===== config.mk =====
export PLATFORM = sky130hd
export DESIGN_NAME = ts_sync_align_flat
export DESIGN_NICKNAME = d
export VERILOG_FILES = /design/src/rtl/ts_sync_align_if.sv /design/src/rtl/ts_sync_align.sv /design/src/flat_wrapper.sv
export SDC_FILE = /design/constraint.sdc
export NUM_CORES = 1
export LEC_CHECK = 0
export ABC_AREA = 1
export BUFFER_PORTS_ARGS = -buffer_cell sky130_fd_sc_hd__buf_2
export CORE_AREA = 8 8 108 110
export DETAILED_ROUTE_END_ITERATION = 7
export DIE_AREA = 0 0 116 118
export PLACE_DENSITY = 0.48
export SYNTH_ARGS = -nofsm -noshare
export SYNTH_HDL_FRONTEND = slang
export SYNTH_SLANG_ARGS = --single-unit
export TNS_END_PERCENT = 100

===== constraint.sdc =====
create_clock -name clk_main -period 1.47 [get_ports clk_main]
set_input_delay 0 -clock clk_main [delete_from_list [all_inputs] [get_ports clk_main]]
set_output_delay 0 -clock clk_main [all_outputs]
set_load 0.005 [all_outputs]

===== src/rtl/ts_sync_align_if.sv =====
// ts_sync_align_if: raw TS byte input plus aligned, flagged byte output and lock status
interface ts_sync_align_if;
  logic [7:0] ts_byte;
  logic ts_byte_en;
  logic [8:0] ts_dout;
  logic ts_dout_en;
  logic sync_locked;
  logic [15:0] sync_err_cnt;
  modport master (output ts_byte, ts_byte_en, input ts_dout, ts_dout_en, sync_locked, sync_err_cnt);
  modport slave (input ts_byte, ts_byte_en, output ts_dout, ts_dout_en, sync_locked, sync_err_cnt);
endinterface


===== src/rtl/ts_sync_align.sv =====
// ts_sync_align: hunts for the 0x47 sync byte, locks after LOCK_N hits and emits bytes with a packet-start flag
module ts_sync_align #(
  parameter int PKT_LEN = 188,
  parameter int LOCK_N = 3,
  parameter int UNLOCK_N = 3
) (
  input logic clk_main,
  input logic rst,
  ts_sync_align_if.slave bus
);
  localparam int PW = PKT_LEN > 1 ? $clog2(PKT_LEN) : 1;
  localparam int MX = LOCK_N > UNLOCK_N ? LOCK_N : UNLOCK_N;
  localparam int CW = $clog2(MX + 1);
  typedef enum logic [1:0] {HUNT, VERIFY, LOCKED} state_t;
  state_t state, state_n;
  logic [PW-1:0] pos, pos_n, pos_inc;
  logic [CW-1:0] good, good_n, good_inc, miss, miss_n, miss_inc;
  logic [15:0] err, err_n;
  logic [8:0] dout, dout_n;
  logic dout_en, dout_en_n, is_sync, at_sync, lock_hit, unlock_hit;
  assign is_sync = bus.ts_byte == 8'h47;
  assign at_sync = pos == '0;
  assign pos_inc = (pos == PW'(PKT_LEN - 1)) ? '0 : pos + 1'b1;
  assign good_inc = good + 1'b1;
  assign miss_inc = miss + 1'b1;
  assign lock_hit = is_sync && good_inc == CW'(LOCK_N);
  assign unlock_hit = !is_sync && miss_inc == CW'(UNLOCK_N);
  always_comb begin
    state_n = state;
    pos_n = pos;
    good_n = good;
    miss_n = miss;
    err_n = err;
    dout_n = dout;
    dout_en_n = 1'b0;
    if (bus.ts_byte_en)
      case (state)
        HUNT: if (is_sync) begin
          pos_n = pos_inc;
          good_n = CW'(1);
          state_n = LOCK_N == 1 ? LOCKED : VERIFY;
          dout_en_n = LOCK_N == 1;
          dout_n = LOCK_N == 1 ? 9'h147 : dout;
        end
        VERIFY: begin
          pos_n = pos_inc;
          if (at_sync) begin
            pos_n = is_sync ? pos_inc : '0;
            good_n = is_sync ? good_inc : '0;
            state_n = !is_sync ? HUNT : lock_hit ? LOCKED : VERIFY;
            dout_en_n = lock_hit;
            dout_n = lock_hit ? 9'h147 : dout;
          end
        end
        LOCKED: begin
          pos_n = pos_inc;
          dout_en_n = 1'b1;
          dout_n = {at_sync, bus.ts_byte};
          if (at_sync) begin
            miss_n = is_sync ? '0 : miss_inc;
            err_n = (is_sync || &err) ? err : err + 1'b1;
            // the byte that drops lock is swallowed and hunting restarts on the next byte
            if (unlock_hit) begin
              state_n = HUNT;
              pos_n = '0;
              good_n = '0;
              miss_n = '0;
              dout_en_n = 1'b0;
              dout_n = dout;
            end
          end
        end
        default: state_n = HUNT;
      endcase
  end
  always_ff @(posedge clk_main)
    if (!rst) begin
      state <= HUNT;
      pos <= '0;
      good <= '0;
      miss <= '0;
      err <= '0;
      dout <= '0;
      dout_en <= 1'b0;
    end else begin
      state <= state_n;
      pos <= pos_n;
      good <= good_n;
      miss <= miss_n;
      err <= err_n;
      dout <= dout_n;
      dout_en <= dout_en_n;
    end
  assign bus.ts_dout = dout;
  assign bus.ts_dout_en = dout_en;
  assign bus.sync_locked = state == LOCKED;
  assign bus.sync_err_cnt = err;
endmodule


===== src/flat_wrapper.sv =====
// flat-port wrapper written by rule: the top's interface ports become plain ports
module ts_sync_align_flat 
#(
  parameter int PKT_LEN = 188,
  parameter int LOCK_N = 3,
  parameter int UNLOCK_N = 3
)
  (clk_main, rst, bus_ts_byte, bus_ts_byte_en, bus_ts_dout, bus_ts_dout_en, bus_sync_locked, bus_sync_err_cnt);
  ts_sync_align_if bus_i ();
  input logic clk_main;
  input logic rst;
  input wire logic [$bits(bus_i.ts_byte)-1:0] bus_ts_byte;
  input wire logic [$bits(bus_i.ts_byte_en)-1:0] bus_ts_byte_en;
  output wire logic [$bits(bus_i.ts_dout)-1:0] bus_ts_dout;
  output wire logic [$bits(bus_i.ts_dout_en)-1:0] bus_ts_dout_en;
  output wire logic [$bits(bus_i.sync_locked)-1:0] bus_sync_locked;
  output wire logic [$bits(bus_i.sync_err_cnt)-1:0] bus_sync_err_cnt;
  assign bus_i.ts_byte = bus_ts_byte;
  assign bus_i.ts_byte_en = bus_ts_byte_en;
  assign bus_ts_dout = bus_i.ts_dout;
  assign bus_ts_dout_en = bus_i.ts_dout_en;
  assign bus_sync_locked = bus_i.sync_locked;
  assign bus_sync_err_cnt = bus_i.sync_err_cnt;
  ts_sync_align #(.PKT_LEN(PKT_LEN), .LOCK_N(LOCK_N), .UNLOCK_N(UNLOCK_N)) u_core (.clk_main(clk_main), .rst(rst), .bus(bus_i));
endmodule

======== Word level (Yosys, flattened, before mapping) ========
Cells that the tools add are included.
W data, S select, Z words.
cells by class
  $add $sub $neg .......................... 4
  $mul .................................... 0
  div/mod/pow operators ................... 0
  order comparisons ....................... 0
  eq/ne operators ......................... 12
  shift-type cells ........................ 0
  muxes and demuxes ....................... 28
  bitwise gates (word level) .............. 1
  reduce and logical (&&, ||, !) cells .... 16
operator list
  operator                 count
  $mux W8                  6
  $mux W9                  4
  $pmux W8 S3              1
  $mux W2                  10
  $pmux W9 S2              1
  $add A16 B1 Y16 const B  1
  $reduce_and A16 Y1       1
  $pmux W2 S3              2
  $ne A2 B1 Y1 const B     5
  $reduce_and A5 Y1        2
  $add A8 B1 Y8 const B    1
  $eq A8 B7 Y1 const B     1
  $eq A8 B8 Y1 const B     1
  $logic_not A8 Y1         1
  $eq A2 B2 Y1 const B     3
  $reduce_and A3 Y1        2
  $reduce_and A6 Y1        1
  $add A2 B1 Y2 const B    2
  $reduce_and A4 Y1        1
  $mux W1                  3
  $ne A3 B3 Y1 const B     1
  $reduce_bool A3 Y1       1
  $eq A2 B1 Y1 const B     1
  $logic_and A1 B1 Y1      2
  7 further kinds          7
storage, ports and cells
  register bits after elaboration ......... 40
  bits in latches ......................... 0
  memory bits (writable) .................. 0
  bits in read-only memories .............. 0
  input port bits ......................... 11
  output and inout bits ................... 27
  word-level logic and storage cells ...... 68
  memories kept ........................... 0

======== Depth between registers and ports, before layout ========
  depth after elaboration ................. 7
  gate-level depth with buffers ........... 11
  gate-level depth less buffers ........... 11

======== Worst setup path before layout ========
No wires, ideal clock.
  path kind ............................... register to register
  start ................................... register u_core.err[0], in the netlist u_core.bus.sync_err_cnt[0]
  end ..................................... register u_core.err[7], in the netlist u_core.bus.sync_err_cnt[7]
  library setup time ...................... 0.138 ns
  arrival ................................. 1.517 ns
  required time ........................... 1.332 ns
  path slack .............................. -0.185 ns
  cell stages (with the launch flop) ...... 10
  path buffers ............................ 1
  period minus slack after synthesis ...... 1.655 ns
  cells stage by stage .................... dfxtp_1 > ha_1 > nand3_2 > nor3_4 > nand2_2 > nor2_1 > nor2_4 > buf_6 > nand2_1 > a21oi_2
between the ends
  longest elaborated chain between the ends .. 4
  elaborated cells between the ends (all ways) .. 5
  those cells by class .................... 1 x add/sub; 1 x bitwise; 3 x reduce/logical
RTL lines
  element                                                                  RTL line             source
  start: declaration                                                       ts_sync_align.sv:18  logic [15:0] err, err_n;
  start signal: assignment                                                 ts_sync_align.sv:90  err <= err_n;
  parallel branches: the longest is 4 deep, another holds $add A16 B1 Y16  --
Parallel ways; which one is timed is not known.
A chain may end at the register's enable or synchronous reset.

======== Worst setup path in the final report ========
  start ................................... register u_core.pos[0]
  end ..................................... register u_core.err[14], in the netlist u_core.bus.sync_err_cnt[14]
between the ends
  longest elaborated chain between the ends .. 2
RTL lines
  element                             RTL line             source
  start: declaration                  ts_sync_align.sv:16  logic [PW-1:0] pos, pos_n, pos_inc;
  start signal: assignment            ts_sync_align.sv:87  pos <= pos_n;
  $logic_not A8 Y1                    ts_sync_align.sv:22  assign at_sync = pos == '0;
  $reduce_and A4 Y1 (no source line)  --
Every way passes these cells.

==> out/qor.yml <==
synthesis:
  muxShareOfSynthArea: 0
  yosysSeqAreaShare: 0.3280
  synth_top_area_cell: "dfxtp_1"
  synthAdderAreaFrac: 0.04613
  synth_edf_count: 0
  syn_inst: 352
  ys.warnings.count: 0
  synth_top_family_by_area: "simple AND/OR/NAND/NOR gates"
  ys_ff_latch: 40
  synth_cell_types: 34
  syn_area_sq_um: 2441
  synth_top_area_share: 0.3280
  synth_compound_area_frac: 0.1174
  synth-async-reset-ratio: 0
  yosys-top-cells-area: "dfxtp_1 (33%), nand2_1 (14%), nor2_1 (6.5%)"
  synthFlopType: "dfxtp_1"
  syn-num-nets: 372
  syn_area_per_cell_sq_um: 6.935
  synth-simple-area-share: 0.3767
  synthXorXnorAreaFrac: 0.05023
sta:
  min_period_ps: 1550
  slew_viol_final: 0
  setup_viol: 29
  worst_slew_pin_slew_ps: 370.9
  fin_crit_sh: 1.054
  rsz0062_at_grt: "yes"
  hold_violations: 0
  max_freq_mhz: 645.2
  skew_ps: 9.358
  setup_ws_ps: -79.89
  slew_headroom: 0.7512
setup_path:
  critical-path-max-stage-delay_ps: 370
  required_ps: 1710
  cp-end-kind: "register"
  path_cells: "inv_4, ha_4, nand3_4, nor2_4, nand4_1, nor2_4, buf_12, nand2_1, a21oi_2"
  ff2ff_path_depth: 9
  worstPathArrival_ps: 1790
  critPathKind: "reg -> reg"
  crit_path_start_kind: "register"
  critical-path-slowest-cell: "dfxtp_4"
  startpoint: "u_core.pos[0]"
  timing.critical_path.mode_cell: "nor2_4"
  r2r-start: "u_core.pos[0]"
  timing.rr.end: "u_core.bus.sync_err_cnt[14]"
  endpoint: "u_core.bus.sync_err_cnt[14]"
  crit_path_max_fanout: 17
  rrSetupSlack_ps: -80
pwr:
  irDropWorstVdd_uv: 291.4
  combPwrFrac: 0.053
  swShare: 0.2279
  p_per_area_nw_per_um2: 526.7
  power.leakage_nw: 1.636
  seq_power_share: 0.537
  pwr-share-clk: 0.410
  p_sw_mw: 0.4580
  cellInternalPower_mw: 1.552
floorplan:
  rows: 37
  io-pin-count: 38
  coreArea_sq_um: 10000
  dieArea_sq_um: 13690
  die-height_microns: 118
  die_width_microns: 116
  initial_core_util: 0.2441
cts:
  clk_path_buf_depth: 2
  clkLatencyLatePin_ps: 290
  clock-sinks: 40
  root_buffer: "clkbuf_8"
  clkSlewWorstSetupHoldPaths_ps: 80
  cts_buffers: 5
  cts_htree_levels: 2
  cts_tree: "yes"
grt:
  grt_pass1_wl_microns: 11920
  grt_pass1_vias: 2530
  grt_antenna_before_repair: 0
  overflow: 0
  globalRouteTotalUtil: 0.1048
  grt_max_degree: 20
min_path:
  min_path_type: "in -> reg"
  min_from: "bus_ts_byte[0]"
placed_design:
  port_buffers: 37
  gp_congestion: 0.7788
  placedCellCount: 573
  place_ws_ps: -295.7
  dp_hpwl_microns: 5048
detailed_routing:
  wl_microns: 7119
  vias_per_cell: 4.302
  first_pass_iters: 4
  drt-wirelength-per-cell_microns: 11.87
  dr.first_iter.drc_count: 62
  route.detailed.drc: 0
  final_antenna_net_count: 0
  vias: 2581
status:
  outcome: "finished with violations"
  failed_checks: "setup timing"
layout:
  area_delta_synth_final_pct: 56.33
  stdcell_count: 600
  antenna_cells: 0
  drive_gt1_frac: 0.4504
  num-nets-final: 483
  fillCellCount: 1080
run:
  maxCapViolations: 0
how the worst min path moves through the flow:
stage               depth (start not counted)  slack (ps)                     to
detailed placement                          3         290  u_core.bus.ts_dout[7]
floorplan                                   2         130          u_core.pos[0]
finish                                      4          40  u_core.bus.ts_dout[0]
global placement                            3         290  u_core.bus.ts_dout[7]
global route                                4          60  u_core.bus.ts_dout[2]
CTS                                         4          40  u_core.bus.ts_dout[0]
critical path: cells and delay by family (launching register included):
| kind | cells | cell delay [ps] |
|---|---|---|
| fa+ha+maj | 1 | 140 |
| compound gates | 1 | 130 |
| simple gates | 5 | 630 |
| buf+inv | 2 | 210 |
| flops | 1 | 370 |
repair_timing:
action | 4_1_cts | 5_1_grt
endpoints found under the hold margin | 4 | 0
endpoints found under the setup margin | 37 | 40
setup buffers | 5 | 9
cloned | 1 | 0
resized for setup | 16 | 54
hold buffers | 4 | 0
pin swaps | 9 | 23
registers in the layout, indices dropped and copies added (netlist names):
register / count
u_core.bus.ts_dout: 9
u_core.pos: 8
u_core.good: 2
u_core.miss: 2
u_core.bus.ts_dout_en: 1
u_core.bus.sync_err_cnt: 16
u_core.state: 2
layout by cell type, fill, tap and decap left out, types with 2 or more instances in the layout:
cell type	instances
a21oi_1	11
a21oi_2	17
buf_12	5
buf_2	37
buf_4	62
buf_6	5
clkbuf_8	7
clkinv_1	3
dfxtp_1	33
dfxtp_2	4
dfxtp_4	3
dlygate4sd3_1	4
ha_1	3
ha_4	5
inv_1	27
inv_2	6
inv_4	2
nand2_1	81
nand2_2	20
nand2_4	3
nand3_1	12
nand3_2	7
nand3_4	5
nand3b_1	4
nand4_1	8
nor2_1	36
nor2_2	4
nor2_4	7
nor2b_1	5
nor3_1	2
nor3_2	2
o21a_1	3
o21ai_0	5
xnor2_1	6
xor2_1	7
per-layer routing:
metal | routed length [microns] | GRT usage | up-vias
li1 | - | - | 1349
met1 | 3380 | 0.1343 | 1194
met2 | 3439 | 0.1750 | 30
met3 | 214 | 0.02309 | 8
met4 | 85 | 0.01946 | 0
met5 | 0 | 0 | -
through the flow:
step | instance area (sq um) | util | hold slack [ps] | TNS (ps) | power, mW
finish | 3816 | 0.3816 | 44.08 | -1450 | 2.010
global route | 3816 | 0.3816 | 58.46 | -5309 | 2.107
CTS | 3508 | 0.3509 | 41.21 | -1734 | 2.043
detailed placement | 3259 | 0.3260 | 293.9 | -5107 | 1.192
global placement | 3259 | 0.3260 | 291.0 | -4397 | 1.193
floorplan | 2502 | - | 130.9 | -462.5 | 1.148
synth_stat cells, types with 2 or more instances:
| master | instances |
|---|---|
| o311ai_0 | 2 |
| nand3b_1 | 4 |
| nand2_2 | 10 |
| nor2_1 | 42 |
| dfxtp_1 | 40 |
| nand2_1 | 94 |
| a21oi_1 | 19 |
| o31ai_1 | 2 |
| o21ai_0 | 5 |
| xnor2_1 | 6 |
| inv_2 | 4 |
| ha_1 | 9 |
| inv_1 | 31 |
| nor3_1 | 2 |
| clkbuf_1 | 5 |
| nand3_1 | 21 |
| buf_6 | 2 |
| a21oi_2 | 9 |
| clkinv_1 | 3 |
| xor2_1 | 8 |
| nand3_2 | 3 |
| nor2b_1 | 5 |
| nor2_4 | 3 |
| nand4_1 | 8 |
| o21a_1 | 3 |
| buf_2 | 3 |
| nor3_2 | 2 |
layout make-up:
type	count	area (sq um)	share of cell area
Clock buffer	8	100.1	0.02623
Inverter	38	147.6	0.03869
Multi-Input combinational cell	265	1734	0.4544
Sequential cell	40	817.0	0.2141
Tap cell	136	170.2	0.04459
Timing Repair Buffer	113	847.1	0.2220
power groups by stage:
| stage | combinational (mW) | sequential (mW) | clock, mW |
|---|---|---|---|
| after CTS | 0.0992 | 1.08 | 0.863 |
| final | 0.107 | 1.08 | 0.824 |
| after detailed placement | 0.0853 | 1.11 | 0 |
| after floorplan | 0.0415 | 1.11 | 0 |
| after global placement | 0.0862 | 1.11 | 0 |
| after global routing | 0.119 | 1.08 | 0.908 |
cells by family (layout without fill, tap and decap cells):
| kind of cell | after synthesis | after routing |
|---|---|---|
| simple gates | 198 | 199 |
| buf+inv | 48 | 159 |
| compound gates | 43 | 43 |
| flops | 40 | 40 |
| xor+xnor | 14 | 14 |
| fa+ha+maj | 9 | 9 |
Power figures use the tool's default switching activity.
